<file path="src/rtl/vga_fb_arbiter_if.sv">
// Signal bundle between the frame-buffer arbiter and its neighbours:
// VGA timing generator, game-core write port, clear-engine control,
// frame-buffer BRAM port and the DAC pixel output.
interface vga_fb_arbiter_if #(
  parameter int ADDR_W = 17
);
  // Timing generator side
  logic              valid;
  logic [9:0]        h_cnt;
  logic [9:0]        v_cnt;

  // Game-core write port
  logic              wr_req;
  logic [ADDR_W-1:0] wr_addr;
  logic [11:0]       wr_data;
  logic              wr_ready;

  // Screen-clear control
  logic              clr_start;
  logic [11:0]       clr_color;
  logic              clr_busy;
  logic              clr_done;

  // Frame-buffer BRAM port
  logic [ADDR_W-1:0] ram_addr;
  logic [11:0]       ram_din;
  logic              ram_we;
  logic [11:0]       ram_dout;

  // Pixel to DAC pins
  logic [11:0]       pixel;

  // Arbiter view
  modport slave (
    input  valid, h_cnt, v_cnt,
    input  wr_req, wr_addr, wr_data,
    input  clr_start, clr_color,
    input  ram_dout,
    output wr_ready, clr_busy, clr_done,
    output ram_addr, ram_din, ram_we,
    output pixel
  );

  // Environment view (timing generator, game core, BRAM)
  modport master (
    output valid, h_cnt, v_cnt,
    output wr_req, wr_addr, wr_data,
    output clr_start, clr_color,
    output ram_dout,
    input  wr_ready, clr_busy, clr_done,
    input  ram_addr, ram_din, ram_we,
    input  pixel
  );
endinterface

</file>
<file path="src/rtl/vga_fb_arbiter.sv">
// Frame-buffer arbiter: shares one single-port 320x240x12 BRAM between the
// VGA display fetch and game-logic writers (through a small write FIFO),
// and optionally a screen-clear engine. Display reads take every even
// active column; every other cycle is a write slot. Each fetched word is
// shown for two pixels, giving a 2x upscale to 640x480 with 2 cycles of
// coordinate-to-pixel latency.
//
// Optional feature: define FB_CLR_EN to build the screen-clear engine.
// Without it, clr_busy/clr_done are tied low, clr_start/clr_color are
// ignored and every write slot serves the FIFO.
module vga_fb_arbiter #(
  parameter int FIFO_DEPTH = 4,
  parameter int FB_W       = 320,
  parameter int FB_H       = 240,
  parameter int ADDR_W     = 17
) (
  input logic             clk,
  input logic             rst,
  vga_fb_arbiter_if.slave bus
);

  localparam int PTR_W   = (FIFO_DEPTH > 1) ? $clog2(FIFO_DEPTH) : 1;
  localparam int CNT_W   = PTR_W + 1;
  localparam int ENTRY_W = ADDR_W + 12;
  localparam logic [ADDR_W-1:0] CLR_LAST = ADDR_W'(FB_W * FB_H - 1);

  // ---------------------------------------------------------------------
  // Slot decode and display address
  // ---------------------------------------------------------------------
  logic              readSlot;
  logic [8:0]        hWord;
  logic [8:0]        vWord;
  logic [ADDR_W-1:0] readAddr;

  // Even active columns belong to the display; the odd ones and all of
  // blanking are free for writes. The word address is line*320 + column,
  // with the multiply by 320 split into two shifts (256 + 64).
  assign readSlot = bus.valid & ~bus.h_cnt[0];
  assign hWord    = bus.h_cnt[9:1];
  assign vWord    = bus.v_cnt[9:1];
  assign readAddr = ADDR_W'({vWord, 8'b0}) + ADDR_W'({vWord, 6'b0}) + ADDR_W'(hWord);

  // ---------------------------------------------------------------------
  // Clear engine
  // ---------------------------------------------------------------------
  logic              clearing;
  logic [ADDR_W-1:0] clrAddr;
  logic [11:0]       clrColor;

`ifdef FB_CLR_EN
  typedef enum logic {
    IDLE  = 1'b0,
    CLEAR = 1'b1
  } clrState_e;

  clrState_e         state_q, state_d;
  logic [ADDR_W-1:0] clrAddr_q, clrAddr_d;
  logic [11:0]       clrCol_q, clrCol_d;
  logic              clrDone_q, clrDone_d;

  // Clear FSM state, sweep address, latched colour and done pulse
  always_ff @(posedge clk) begin
    if (rst) begin
      state_q   <= IDLE;
      clrAddr_q <= '0;
      clrCol_q  <= '0;
      clrDone_q <= 1'b0;
    end else begin
      state_q   <= state_d;
      clrAddr_q <= clrAddr_d;
      clrCol_q  <= clrCol_d;
      clrDone_q <= clrDone_d;
    end
  end

  // Next state: sweep one word per write slot, finish after the last word
  always_comb begin
    state_d   = state_q;
    clrAddr_d = clrAddr_q;
    clrCol_d  = clrCol_q;
    clrDone_d = 1'b0;
    case (state_q)
      IDLE: begin
        if (bus.clr_start) begin
          state_d   = CLEAR;
          clrAddr_d = '0;
          clrCol_d  = bus.clr_color;
        end
      end
      CLEAR: begin
        if (!readSlot) begin
          if (clrAddr_q == CLR_LAST) begin
            state_d   = IDLE;
            clrDone_d = 1'b1;
          end else begin
            clrAddr_d = clrAddr_q + ADDR_W'(1);
          end
        end
      end
      default: state_d = IDLE;
    endcase
  end

  assign clearing     = (state_q == CLEAR);
  assign clrAddr      = clrAddr_q;
  assign clrColor     = clrCol_q;
  assign bus.clr_busy = clearing;
  assign bus.clr_done = clrDone_q;
`else
  logic unusedClr;

  assign clearing     = 1'b0;
  assign clrAddr      = '0;
  assign clrColor     = '0;
  assign bus.clr_busy = 1'b0;
  assign bus.clr_done = 1'b0;
  assign unusedClr    = ^{bus.clr_start, bus.clr_color, CLR_LAST};
`endif

  // ---------------------------------------------------------------------
  // Write FIFO
  // ---------------------------------------------------------------------
  logic [ENTRY_W-1:0] fifoMem_q [FIFO_DEPTH];
  logic [PTR_W-1:0]   fifoWrPtr_q;
  logic [PTR_W-1:0]   fifoRdPtr_q;
  logic [CNT_W-1:0]   fifoCount_q;
  logic               fifoFull;
  logic               fifoEmpty;
  logic               fifoPush;
  logic               fifoPop;
  logic [ENTRY_W-1:0] fifoHead;

  // The head is popped only on a write slot the clear engine is not using,
  // so queued writes wait behind a clear rather than interleaving with it.
  assign fifoFull  = (fifoCount_q == CNT_W'(FIFO_DEPTH));
  assign fifoEmpty = (fifoCount_q == '0);
  assign fifoPush  = bus.wr_req & ~fifoFull;
  assign fifoPop   = ~rst & ~readSlot & ~clearing & ~fifoEmpty;
  assign fifoHead  = fifoMem_q[fifoRdPtr_q];

  assign bus.wr_ready = ~fifoFull;

  // FIFO pointers and occupancy; storage is written only on accepted pushes
  always_ff @(posedge clk) begin
    if (rst) begin
      fifoWrPtr_q <= '0;
      fifoRdPtr_q <= '0;
      fifoCount_q <= '0;
    end else begin
      if (fifoPush) begin
        fifoMem_q[fifoWrPtr_q] <= {bus.wr_addr, bus.wr_data};
        fifoWrPtr_q            <= fifoWrPtr_q + PTR_W'(1);
      end
      if (fifoPop) begin
        fifoRdPtr_q <= fifoRdPtr_q + PTR_W'(1);
      end
      case ({fifoPush, fifoPop})
        2'b10:   fifoCount_q <= fifoCount_q + CNT_W'(1);
        2'b01:   fifoCount_q <= fifoCount_q - CNT_W'(1);
        default: fifoCount_q <= fifoCount_q;
      endcase
    end
  end

  // ---------------------------------------------------------------------
  // BRAM port mux
  // ---------------------------------------------------------------------
  logic              ramWe;
  logic [ADDR_W-1:0] ramAddr;
  logic [11:0]       ramDin;

  // Display read first, then the clear sweep, then the FIFO head; the port
  // is parked at address 0 with writes disabled when idle or in reset.
  always_comb begin
    ramWe   = 1'b0;
    ramAddr = '0;
    ramDin  = '0;
    if (!rst) begin
      if (readSlot) begin
        ramAddr = readAddr;
      end else if (clearing) begin
        ramWe   = 1'b1;
        ramAddr = clrAddr;
        ramDin  = clrColor;
      end else if (!fifoEmpty) begin
        ramWe   = 1'b1;
        ramAddr = fifoHead[ENTRY_W-1:12];
        ramDin  = fifoHead[11:0];
      end
    end
  end

  assign bus.ram_we   = ramWe;
  assign bus.ram_addr = ramAddr;
  assign bus.ram_din  = ramDin;

  // ---------------------------------------------------------------------
  // Display read pipeline
  // ---------------------------------------------------------------------
  logic        rdPend_q;
  logic [11:0] pixHold_q;
  logic        validD1_q;
  logic        validD2_q;

  // Capture read data one cycle after the read slot and hold it across the
  // following column; valid is delayed to line up with the held word.
  always_ff @(posedge clk) begin
    if (rst) begin
      rdPend_q  <= 1'b0;
      pixHold_q <= '0;
      validD1_q <= 1'b0;
      validD2_q <= 1'b0;
    end else begin
      rdPend_q  <= readSlot;
      if (rdPend_q) begin
        pixHold_q <= bus.ram_dout;
      end
      validD1_q <= bus.valid;
      validD2_q <= validD1_q;
    end
  end

  assign bus.pixel = validD2_q ? pixHold_q : 12'h000;

endmodule

</file>
<file path="src/flat_wrapper.sv">
// flat-port wrapper written by rule: the top's interface ports become plain ports
module vga_fb_arbiter_flat 
#(
  parameter int FIFO_DEPTH = 4,
  parameter int FB_W       = 320,
  parameter int FB_H       = 240,
  parameter int ADDR_W     = 17
)
  (clk, rst, bus_valid, bus_h_cnt, bus_v_cnt, bus_wr_req, bus_wr_addr, bus_wr_data, bus_clr_start, bus_clr_color, bus_ram_dout, bus_wr_ready, bus_clr_busy, bus_clr_done, bus_ram_addr, bus_ram_din, bus_ram_we, bus_pixel);
  vga_fb_arbiter_if #(.ADDR_W(ADDR_W)) bus_i ();
  input logic clk;
  input logic rst;
  input wire logic [$bits(bus_i.valid)-1:0] bus_valid;
  input wire logic [$bits(bus_i.h_cnt)-1:0] bus_h_cnt;
  input wire logic [$bits(bus_i.v_cnt)-1:0] bus_v_cnt;
  input wire logic [$bits(bus_i.wr_req)-1:0] bus_wr_req;
  input wire logic [$bits(bus_i.wr_addr)-1:0] bus_wr_addr;
  input wire logic [$bits(bus_i.wr_data)-1:0] bus_wr_data;
  input wire logic [$bits(bus_i.clr_start)-1:0] bus_clr_start;
  input wire logic [$bits(bus_i.clr_color)-1:0] bus_clr_color;
  input wire logic [$bits(bus_i.ram_dout)-1:0] bus_ram_dout;
  output wire logic [$bits(bus_i.wr_ready)-1:0] bus_wr_ready;
  output wire logic [$bits(bus_i.clr_busy)-1:0] bus_clr_busy;
  output wire logic [$bits(bus_i.clr_done)-1:0] bus_clr_done;
  output wire logic [$bits(bus_i.ram_addr)-1:0] bus_ram_addr;
  output wire logic [$bits(bus_i.ram_din)-1:0] bus_ram_din;
  output wire logic [$bits(bus_i.ram_we)-1:0] bus_ram_we;
  output wire logic [$bits(bus_i.pixel)-1:0] bus_pixel;
  assign bus_i.valid = bus_valid;
  assign bus_i.h_cnt = bus_h_cnt;
  assign bus_i.v_cnt = bus_v_cnt;
  assign bus_i.wr_req = bus_wr_req;
  assign bus_i.wr_addr = bus_wr_addr;
  assign bus_i.wr_data = bus_wr_data;
  assign bus_i.clr_start = bus_clr_start;
  assign bus_i.clr_color = bus_clr_color;
  assign bus_i.ram_dout = bus_ram_dout;
  assign bus_wr_ready = bus_i.wr_ready;
  assign bus_clr_busy = bus_i.clr_busy;
  assign bus_clr_done = bus_i.clr_done;
  assign bus_ram_addr = bus_i.ram_addr;
  assign bus_ram_din = bus_i.ram_din;
  assign bus_ram_we = bus_i.ram_we;
  assign bus_pixel = bus_i.pixel;
  vga_fb_arbiter #(.FIFO_DEPTH(FIFO_DEPTH), .FB_W(FB_W), .FB_H(FB_H), .ADDR_W(ADDR_W)) u_core (.clk(clk), .rst(rst), .bus(bus_i));
endmodule
</file>
<file path="config.mk">
export PLATFORM = sky130hd
export DESIGN_NAME = vga_fb_arbiter_flat
export DESIGN_NICKNAME = d
export VERILOG_FILES = /design/src/rtl/vga_fb_arbiter_if.sv /design/src/rtl/vga_fb_arbiter.sv /design/src/flat_wrapper.sv
export SDC_FILE = /design/constraint.sdc
export NUM_CORES = 1
export LEC_CHECK = 0
export ABC_AREA = 1
export BUFFER_PORTS_ARGS = -buffer_cell sky130_fd_sc_hd__buf_2
export CORE_ASPECT_RATIO = 0.75
export CORE_MARGIN = 4
export CORE_UTILIZATION = 37
export CTS_BUF_LIST = sky130_fd_sc_hd__clkbuf_2 sky130_fd_sc_hd__clkbuf_4 sky130_fd_sc_hd__clkbuf_8
export DETAILED_ROUTE_END_ITERATION = 10
export SYNTH_ARGS = -nofsm -noshare
export SYNTH_HDL_FRONTEND = slang
export SYNTH_SLANG_ARGS = --single-unit
</file>
<file path="constraint.sdc">
create_clock -name clk -period 5.71 [get_ports clk]
set_clock_uncertainty 0.05 [all_clocks]
set_input_delay 0.571 -clock clk [delete_from_list [all_inputs] [get_ports clk]]
set_output_delay 0.571 -clock clk [all_outputs]
set_load 0.1 [all_outputs]
</file>
======== After elaboration in Yosys (flattened, before gate mapping) ========
Memories as Yosys holds them, arrays and structs flattened. A register that Yosys moved wholly into a read port is not among the register bits.
Index checks and enable logic that the tools add are counted.
storage, ports and cells
  flip-flop bits (word level) ............. 22
  bits in latches ......................... 0
  memory bits (writable) .................. 116
  ROM bits ................................ 0
  input port bits ......................... 78
  output and inout port bits .............. 45
  logic and storage cells ................. 44
  memories kept ........................... 1
cells by class
  add/subtract/negate cells ............... 6
  multipliers ............................. 0
  div/mod/pow operators ................... 0
  magnitude comparators ................... 0
  equality and inequality tests ........... 3
  shift-type cells ........................ 0
  muxes and demuxes ....................... 16
  bitwise operators ....................... 9
  reduce and logical (&&, ||, !) cells .... 2
memory list
  name              depth  bits a word  read ports  clocked after Yosys merged registers in  wr ports  RTL line               source
  u_core.fifoMem_q  4      29           1           1                                        1         vga_fb_arbiter.sv:123  logic [ENTRY_W-1:0] fifoMem_q [FIFO_DEPTH];
operator list
  cell                                                                count
  17-bit 2-to-1 mux                                                   3
  12-bit 2-to-1 mux                                                   4
  17-bit by 15-bit adder with 17-bit output                           1
  17-bit by 9-bit adder with 17-bit output                            1
  1-bit 2-to-1 mux                                                    6
  3-bit case mux with 2 select lines                                  1
  1-bit inverter                                                      5
  2-bit by 1-bit adder with 2-bit output, second input constant       2
  1-bit bitwise AND                                                   4
  2-bit 2-to-1 mux                                                    2
  3-bit by 1-bit adder with 3-bit output, second input constant       1
  3-bit == test, second input constant                                1
  3-bit zero test                                                     1
  3-bit by 1-bit subtractor with 3-bit output, second input constant  1
  2-bit by 1-bit == test with 1-bit output, second input constant     1
  2-bit == test, second input constant                                1
  2-bit nonzero test                                                  1

======== Logic depth before layout (Yosys ltp) ========
Gate-level depths: netlist (run 1).
  depth in word-level cells ............... 7
  gate-level depth with buffers ........... 14
  depth with buffers taken out ............ 13

======== Worst setup path after synthesis (run 1) ========
Ideal clock, no wire load.
  path kind ............................... input-to-output
  start ................................... input bus_v_cnt[1]
  end ..................................... output bus_ram_addr[11]
  data arrival time ....................... 4.020 ns
  data required time ...................... 5.089 ns
  path slack .............................. 1.069 ns
  stages .................................. 9
  buffers on the path ..................... 0
  path through ............................ inv_1 fa_1 inv_1 fa_1 nand3_1 nand2_1 nand2_1 nand2_1 o21ai_0
between the ends
  word-level cells in the longest chain between the ends .. 4
ends and longest elaborated chain
  element                                    RTL line               source
  start: declaration                         flat_wrapper.sv:15     input wire logic [$bits(bus_i.v_cnt)-1:0] bus_v_cnt;
  17-bit by 15-bit adder with 17-bit output  vga_fb_arbiter.sv:41   assign readAddr = ADDR_W'({vWord, 8'b0}) + ADDR_W'({vWord, 6'b0}) + ADDR_W'(hWord);
  17-bit by 9-bit adder with 17-bit output   vga_fb_arbiter.sv:41
  17-bit 2-to-1 mux                          vga_fb_arbiter.sv:179  if (readSlot) begin
  17-bit 2-to-1 mux                          vga_fb_arbiter.sv:178  if (!rst) begin
  end: declaration                           flat_wrapper.sv:25     output wire logic [$bits(bus_i.ram_addr)-1:0] bus_ram_addr;
Every way passes these cells.

======== Final worst setup path (run 1) ========
  start ................................... input bus_v_cnt[1]
  end ..................................... output bus_ram_addr[13]
Same word-level chain as after synthesis.

==> results.ini, run 1 <==
[status]
status = finished clean

[clock_tree]
insertion_delay_ns = 0.44
cts_tree = done
clkSinkCount = 140
cts_resized = 0
cts-root-buf = clkbuf_8
postCtsSetupBuffers = 0
cts_hold_buf = 0
cts_max_level = 4
cts_buffers = 17
clockBufferDepth = 2
clk_pin_slew_worst_paths_ns = 0.08

[route]
routed_wl_mm = 14.42
drc_errors = 0
wl_per_cell_um = 15.90
drt_first_pass_iters = 4
ant_nets = 0
num_vias = 4422
vias_per_cell = 4.875
drt_iter0_markers = 257

[floorplan]
chipWidth_um = 158.0
die-area_sq_um = 19040
io_pins = 123
core_sq_um = 16270
fp-row-count = 40
initial_core_util_pct = 38.39
die_h_um = 120.5

[worst_setup_path]
startpoint_type = primary input
cp_data_arrival_time_ns = 2.79
critPathKind = primary input to output port
critPathRequiredTime_ns = 5.09
crit_fanout = 4
critPathCaptureType = output port

[synthesis]
async_flop_share_pct = 0
synth-main-ff-cell = edfxtp_1
yosys_warnings = 0
synth-edff-count = 116
yosysUniqueCellTypes = 30
synth_area_leaders = edfxtp_1, dfxtp_1, nor2_1
synth_area_leader_cell = edfxtp_1
synthTopCellsByCount = edfxtp_1, nor2_1, o21ai_0, nand2_1, inv_1
yosys.area.top_type_share_pct = 55.78
synthCells = 587
avgSynthCellArea_sq_um = 10.64
synth-seq-cells = 140
syn_area_sq_um = 6245
yosysMostFrequentCell = edfxtp_1
ys_seq_area_share_pct = 63.47

[sta]
min_period_ns = 3.414
slew_headroom_pct = 29.61
finalMaxSlewViolations = 0
tightest_slew_ns = 1.053
finalCritPeriodShare_pct = 59.78
setup_viol = 0
finalHoldViolCount = 0
fin_tns_setup_ns = 0
max_freq_mhz = 293.0
rsz0062_at_grt = false

[global_route]
grt_pass1_wl_mm = 22.47
antenna_found_initial = 3
track_usage_pct = 15.47
globalRoute.totalOverflow = 0
use_met3_pct = 4.436
grt_pass1_vias = 4394
met2_usage_pct = 26.01
gr-usage-met1_pct = 19.29
grt-busiest-layer = met2
grt_start_max_net_pins = 58

[final_layout]
drive_above_1_share_pct = 21.52
area_delta_synth_final_pct = 16.87
antenna_cells = 0
final_nets = 790

[power_and_ir_drop]
cellPowerDensity_nw_per_um2 = 384.5
p_leak_nw = 3.038
power_mw = 2.806
peakVddDrop_v = 0.0001538

[worst_hold_path]
hold_class = primary input to flip-flop

[placement]
gp_congestion = 0.7847
hpwl_mm = 9.246
portBuffers = 106

[job]
maxCapViolCount = 0

-- metrics by stage --
| stage | hold WS (ns) | cell area, sq um | util, % | cells | setup slack [ns] |
|---|---|---|---|---|---|
| final | 0.2866 | 7298 | 44.87 | 907 | 2.296 |
| after global routing | 0.2611 | 7298 | 44.87 | 907 | 2.115 |
| after CTS | 0.2621 | 7298 | 44.87 | 907 | 2.267 |
| after detailed placement | 0.3468 | 6904 | 42.45 | 878 | 2.277 |
| after global placement | 0.3431 | 6904 | 42.45 | 878 | 2.294 |
| after floorplan | 0.3383 | 6248 | - | 588 | 1.069 |
-- sequential cells by signal, summed over array words and instances (netlist names), named ones only --
signal,count
u_core.fifoCount_q,3
u_core.fifoMem_q,116
u_core.rdPend_q,1
u_core.pixHold_q,12
u_core.fifoRdPtr_q,2
u_core.validD2_q,1
u_core.fifoWrPtr_q,2
u_core.validD1_q,1
-- cell families (layout without fill, tap and decap cells) --
family | count (synthesis) | after routing | synth area share (%)
buffers and inverters | 75 | 184 | 5.931
adders and majority gates | 25 | 25 | 5.370
DFF | 140 | 140 | 63.47
and+or+nand+nor | 217 | 217 | 13.95
xor gates and xnor gates | 2 | 2 | 0.2806
other | 1 | 2 | 0.06005
AOI/OAI and AO/OA | 127 | 127 | 10.94
-- layer usage --
layer | wire, um | part of all wire (%)
met4 | 184 | 1.3
met3 | 748 | 5.2
met5 | 47 | 0.33
met1 | 6239 | 43
met2 | 7197 | 50
-- critical path, stage by stage --
cell,delay (ns)
buf_2,0.10
inv_1,0.05
fa_1,0.52
inv_1,0.07
fa_1,0.46
nand3_1,0.10
nand2_1,0.11
nand3_1,0.11
nand2_1,0.05
nand2_1,0.06
nand3_1,0.06
nand2_1,0.09
buf_2,0.43
-- report_power, final --
part           total, mW  switching (mW)  internal [mW]
logic              0.805           0.636          0.168
registers           1.19          0.0313           1.16
clock network      0.814           0.349          0.465
-- placed cells by master, fill, tap and decap left out, types with 6 or more instances in the layout --
cell type,instances
nor2_1,111
a21oi_1,27
nand3_1,21
nand2_1,70
ha_1,22
o21ai_1,6
o21ai_0,71
inv_1,43
o22ai_1,15
a22o_1,6
edfxtp_1,116
buf_2,106
dfxtp_1,23
nor2_2,6
clkbuf_8,17
-- layout make-up --
| cell class | instances | area, sq um |
|---|---|---|
| multi-input cells | 373 | 1944 |
| inverters | 45 | 171.4 |
| flip-flops and latches | 140 | 3965 |
| repair buffers | 110 | 560.5 |
| fillers | 1519 | 8967 |
| well taps | 210 | 262.8 |
| clock buffers | 18 | 241.5 |
| clock inverters | 11 | 152.6 |
-- final timing paths --
path,startpoint,endpoint,slack (ns),depth (start not counted)
max,bus_v_cnt[1],bus_ram_addr[13],2.30,13
min,bus_wr_data[4],u_core.fifoMem_q[3][4],0.29,1
max reg2reg,u_core.fifoCount_q[1],u_core.fifoMem_q[0][25],3.48,4
min reg2reg,u_core.validD1_q,u_core.validD2_q,0.34,2
Power figures use the tool's default switching activity.
==> inputs of run 2 (changes only) <==
- ABC_AREA: 1 -> 0
- clock period: 5.71 -> 3.6 ns (I/O delays scaled with it)
==> run 2 against run 1 <==
Combinational power up 79%. Sequential power up 63%. Count of clock-buffer cells in the layout down 1.
==> results.ini, run 2 <==
[sta]
layout_setup_ws_ns = 0.3443  ; -1.952 ns
hold_ws_ns = 0.07906  ; -0.2075 ns
finalHoldViolCount = 0  ; unchanged
setup_viol = 0  ; unchanged
tightest_slew_ns = 0.8359  ; -0.2175 ns
fin_tns_setup_ns = 0  ; unchanged
slew_headroom_pct = 44.27  ; +15 points
finalCritPeriodShare_pct = 90.44
min_period_ns = 3.256
rsz0062_at_grt = false
max_freq_mhz = 307.2
finalMaxSlewViolations = 0  ; unchanged

[floorplan]
chipWidth_um = 155.1  ; -1.8%
fp-row-count = 40  ; unchanged
die-area_sq_um = 18360  ; -3.6%
io_pins = 123  ; unchanged
die_h_um = 118.3  ; -1.8%
initial_core_util_pct = 37.62  ; -0.77 points
core_sq_um = 15970  ; -1.8%

[placement]
place_ws_ns = 0.3721  ; -1.904 ns
dp_cells = 671  ; -24%
gp_congestion = 0.8235  ; +4.9%
hpwl_mm = 8.071  ; -13%
dpl_cell_area_sq_um = 6808  ; -1.4%
portBuffers = 106  ; unchanged

[clock_tree]
postCtsSetupBuffers = 0  ; unchanged
insertion_delay_ns = 0.44  ; about the same
cts-root-buf = clkbuf_8
cts_max_level = 4  ; unchanged
cts_buffers = 17  ; unchanged
clockBufferDepth = 2  ; unchanged
cts_resized = 0  ; unchanged
clk_pin_slew_worst_paths_ns = 0.07  ; about the same
clkSinkCount = 140  ; unchanged
cts_hold_buf = 0  ; unchanged
cts_tree = done

[worst_setup_path]
slowest_stage = fa_1
slowest_delay_ns = 0.54  ; +0.02 ns
critPathRequiredTime_ns = 3.19  ; -1.90 ns
crit_fanout = 3  ; -1
critPathKind = primary input to output port
cp_cell_sequence = buf_2, inv_1, fa_1, inv_1, fa_1, a211oi_1, o21bai_1, a21oi_1, xor2_1, o21ai_1, buf_12
startpoint_type = primary input
critPathCaptureType = output port
cp_data_arrival_time_ns = 2.85  ; +0.06 ns

[final_layout]
seqCellArea_sq_um = 3965  ; unchanged
layout.cells.most_common = edfxtp_1
design_area_sq_um = 7244  ; -0.74%
utilization_pct = 45.38  ; +0.51 points
multi_input_comb_area_sq_um = 1936  ; -0.45%
final_cell_mix = edfxtp_1, buf_2, mux4_2, and2_1, dfxtp_1
fillers = 1414  ; -6.9%
area_delta_synth_final_pct = 20.63
reg.largest.list = u_core.fifoMem_q x116, u_core.pixHold_q x12, u_core.fifoCount_q x3
antenna_cells = 0  ; unchanged
top_register = u_core.fifoMem_q
largest_reg_flops = 116  ; unchanged
drive_above_1_share_pct = 36.51  ; +15 points
final_nets = 583  ; -26%
stdcell_count = 703  ; -22%

[worst_hold_path]
hold_class = primary input to flip-flop

[synthesis]
synth-edff-count = 116  ; unchanged
avgSynthCellArea_sq_um = 16.36  ; +54%
syn_area_sq_um = 6006  ; -3.8%
synth_area_leaders = edfxtp_1, mux4_2, dfxtp_1
synthCells = 367  ; -37%
yosys.area.top_type_share_pct = 58.00  ; +2.2 points
synthTopCellsByCount = edfxtp_1, mux4_2, and2_1, dfxtp_1
async_flop_share_pct = 0  ; unchanged
synth-main-ff-cell = edfxtp_1
yosys_warnings = 0  ; unchanged
synth-seq-cells = 140  ; unchanged
synth_area_leader_cell = edfxtp_1
yosysMostFrequentCell = edfxtp_1
ys_seq_area_share_pct = 66.00  ; +2.5 points
yosysUniqueCellTypes = 42  ; +40%

[global_route]
grt_start_max_net_pins = 33  ; -43%
grt_pass1_vias = 3623  ; -18%
track_usage_pct = 13.79  ; -1.7 points
antenna_found_initial = 2  ; -1
globalRoute.totalOverflow = 0  ; unchanged
grt_pass1_wl_mm = 19.30  ; -14%

[route]
drt_iter0_markers = 163  ; -37%
vias_per_cell = 4.881  ; +0.10%
drt_first_pass_iters = 4  ; unchanged
routed_wl_mm = 12.11  ; -16%
wl_per_cell_um = 17.22  ; +8.4%
ant_nets = 0  ; unchanged
num_vias = 3431  ; -22%
drc_errors = 0  ; unchanged

[power_and_ir_drop]
cellPowerDensity_nw_per_um2 = 655.3  ; +70%
power_mw = 4.747  ; +69%
p_leak_nw = 2.710  ; -11%
peakVddDrop_v = 0.0003849  ; +150%

[status]
status = finished clean

[job]
maxCapViolCount = 0  ; unchanged

run 2: changes by cell type in the layout (fill, tap and decap cells not counted), sizes merged, moves of 12 or more:
cell   before  now
a21oi      27    8
nor2      121   22
and2        1   28
mux4        0   29
inv        45   11
nand3      21    3
mux2i       0   12
nand2      71   14
o21ai      78   13
o22ai      15    0
run 2: path summary, 6_finish.rpt:
kind / slack (ns) / cells past startpoint / startpoint / end
worst max register to register: 1.17 / 9 / u_core.fifoCount_q[2] / u_core.fifoCount_q[2]
worst min register to register: 0.40 / 1 / u_core.validD1_q / u_core.validD2_q
worst max-delay path: 0.34 / 11 / bus_v_cnt[1] / bus_ram_addr[13]
worst min-delay path: 0.08 / 1 / bus_wr_data[6] / u_core.fifoMem_q[0][6]
run 2: cells by family (layout without fill, tap and decap cells):
| group | after synthesis | after routing | synth area share, % |
|---|---|---|---|
| AO/OA/AOI/OAI | 45 | 45 | 5.229 |
| XOR/XNOR | 10 | 10 | 1.458 |
| adder cells (fa/ha/maj) | 25 | 25 | 5.583 |
| buffers and inverters | 28 | 153 | 2.271 |
| flip-flops | 140 | 140 | 66.00 |
| multiplexers | 41 | 41 | 12.88 |
| other | 1 | 2 | 0.06244 |
| AND/OR/NAND/NOR | 77 | 77 | 6.521 |
run 2: power by group:
part	total (mW)	switching, mW	internal (mW)	leakage, nW
sequential	1.94	0.0783	1.86	1.25
combinational	1.44	1.01	0.432	1.25
clock	1.37	0.561	0.810	0.213
total	4.75	1.65	3.10	2.71
run 2: layer usage:
layer	vias up	part of all wire, %	GRT usage, %
li1	1631	-	-
met1	1689	43	17.15
met2	88	48	22.04
met3	19	7.2	5.417
met4	4	1.1	4.633
met5	-	0.12	0
run 2: area by class of cell:
type / count / area share (%)
inverter: 11 / 0.5699
clock buffer: 17 / 3.230
sequential: 140 / 54.73
tap: 210 / 3.627
timing repair buffer: 110 / 8.325
multi-input combinational: 200 / 26.72
clock inverter: 15 / 2.798
run 2: worst max-delay path: cells and delay by family:
family / cells / cell delay, ns
XOR/XNOR: 1 / 0.09
AO/OA/AOI/OAI: 4 / 0.93
adder cells (fa/ha/maj): 2 / 1.02
buffers and inverters: 4 / 0.42
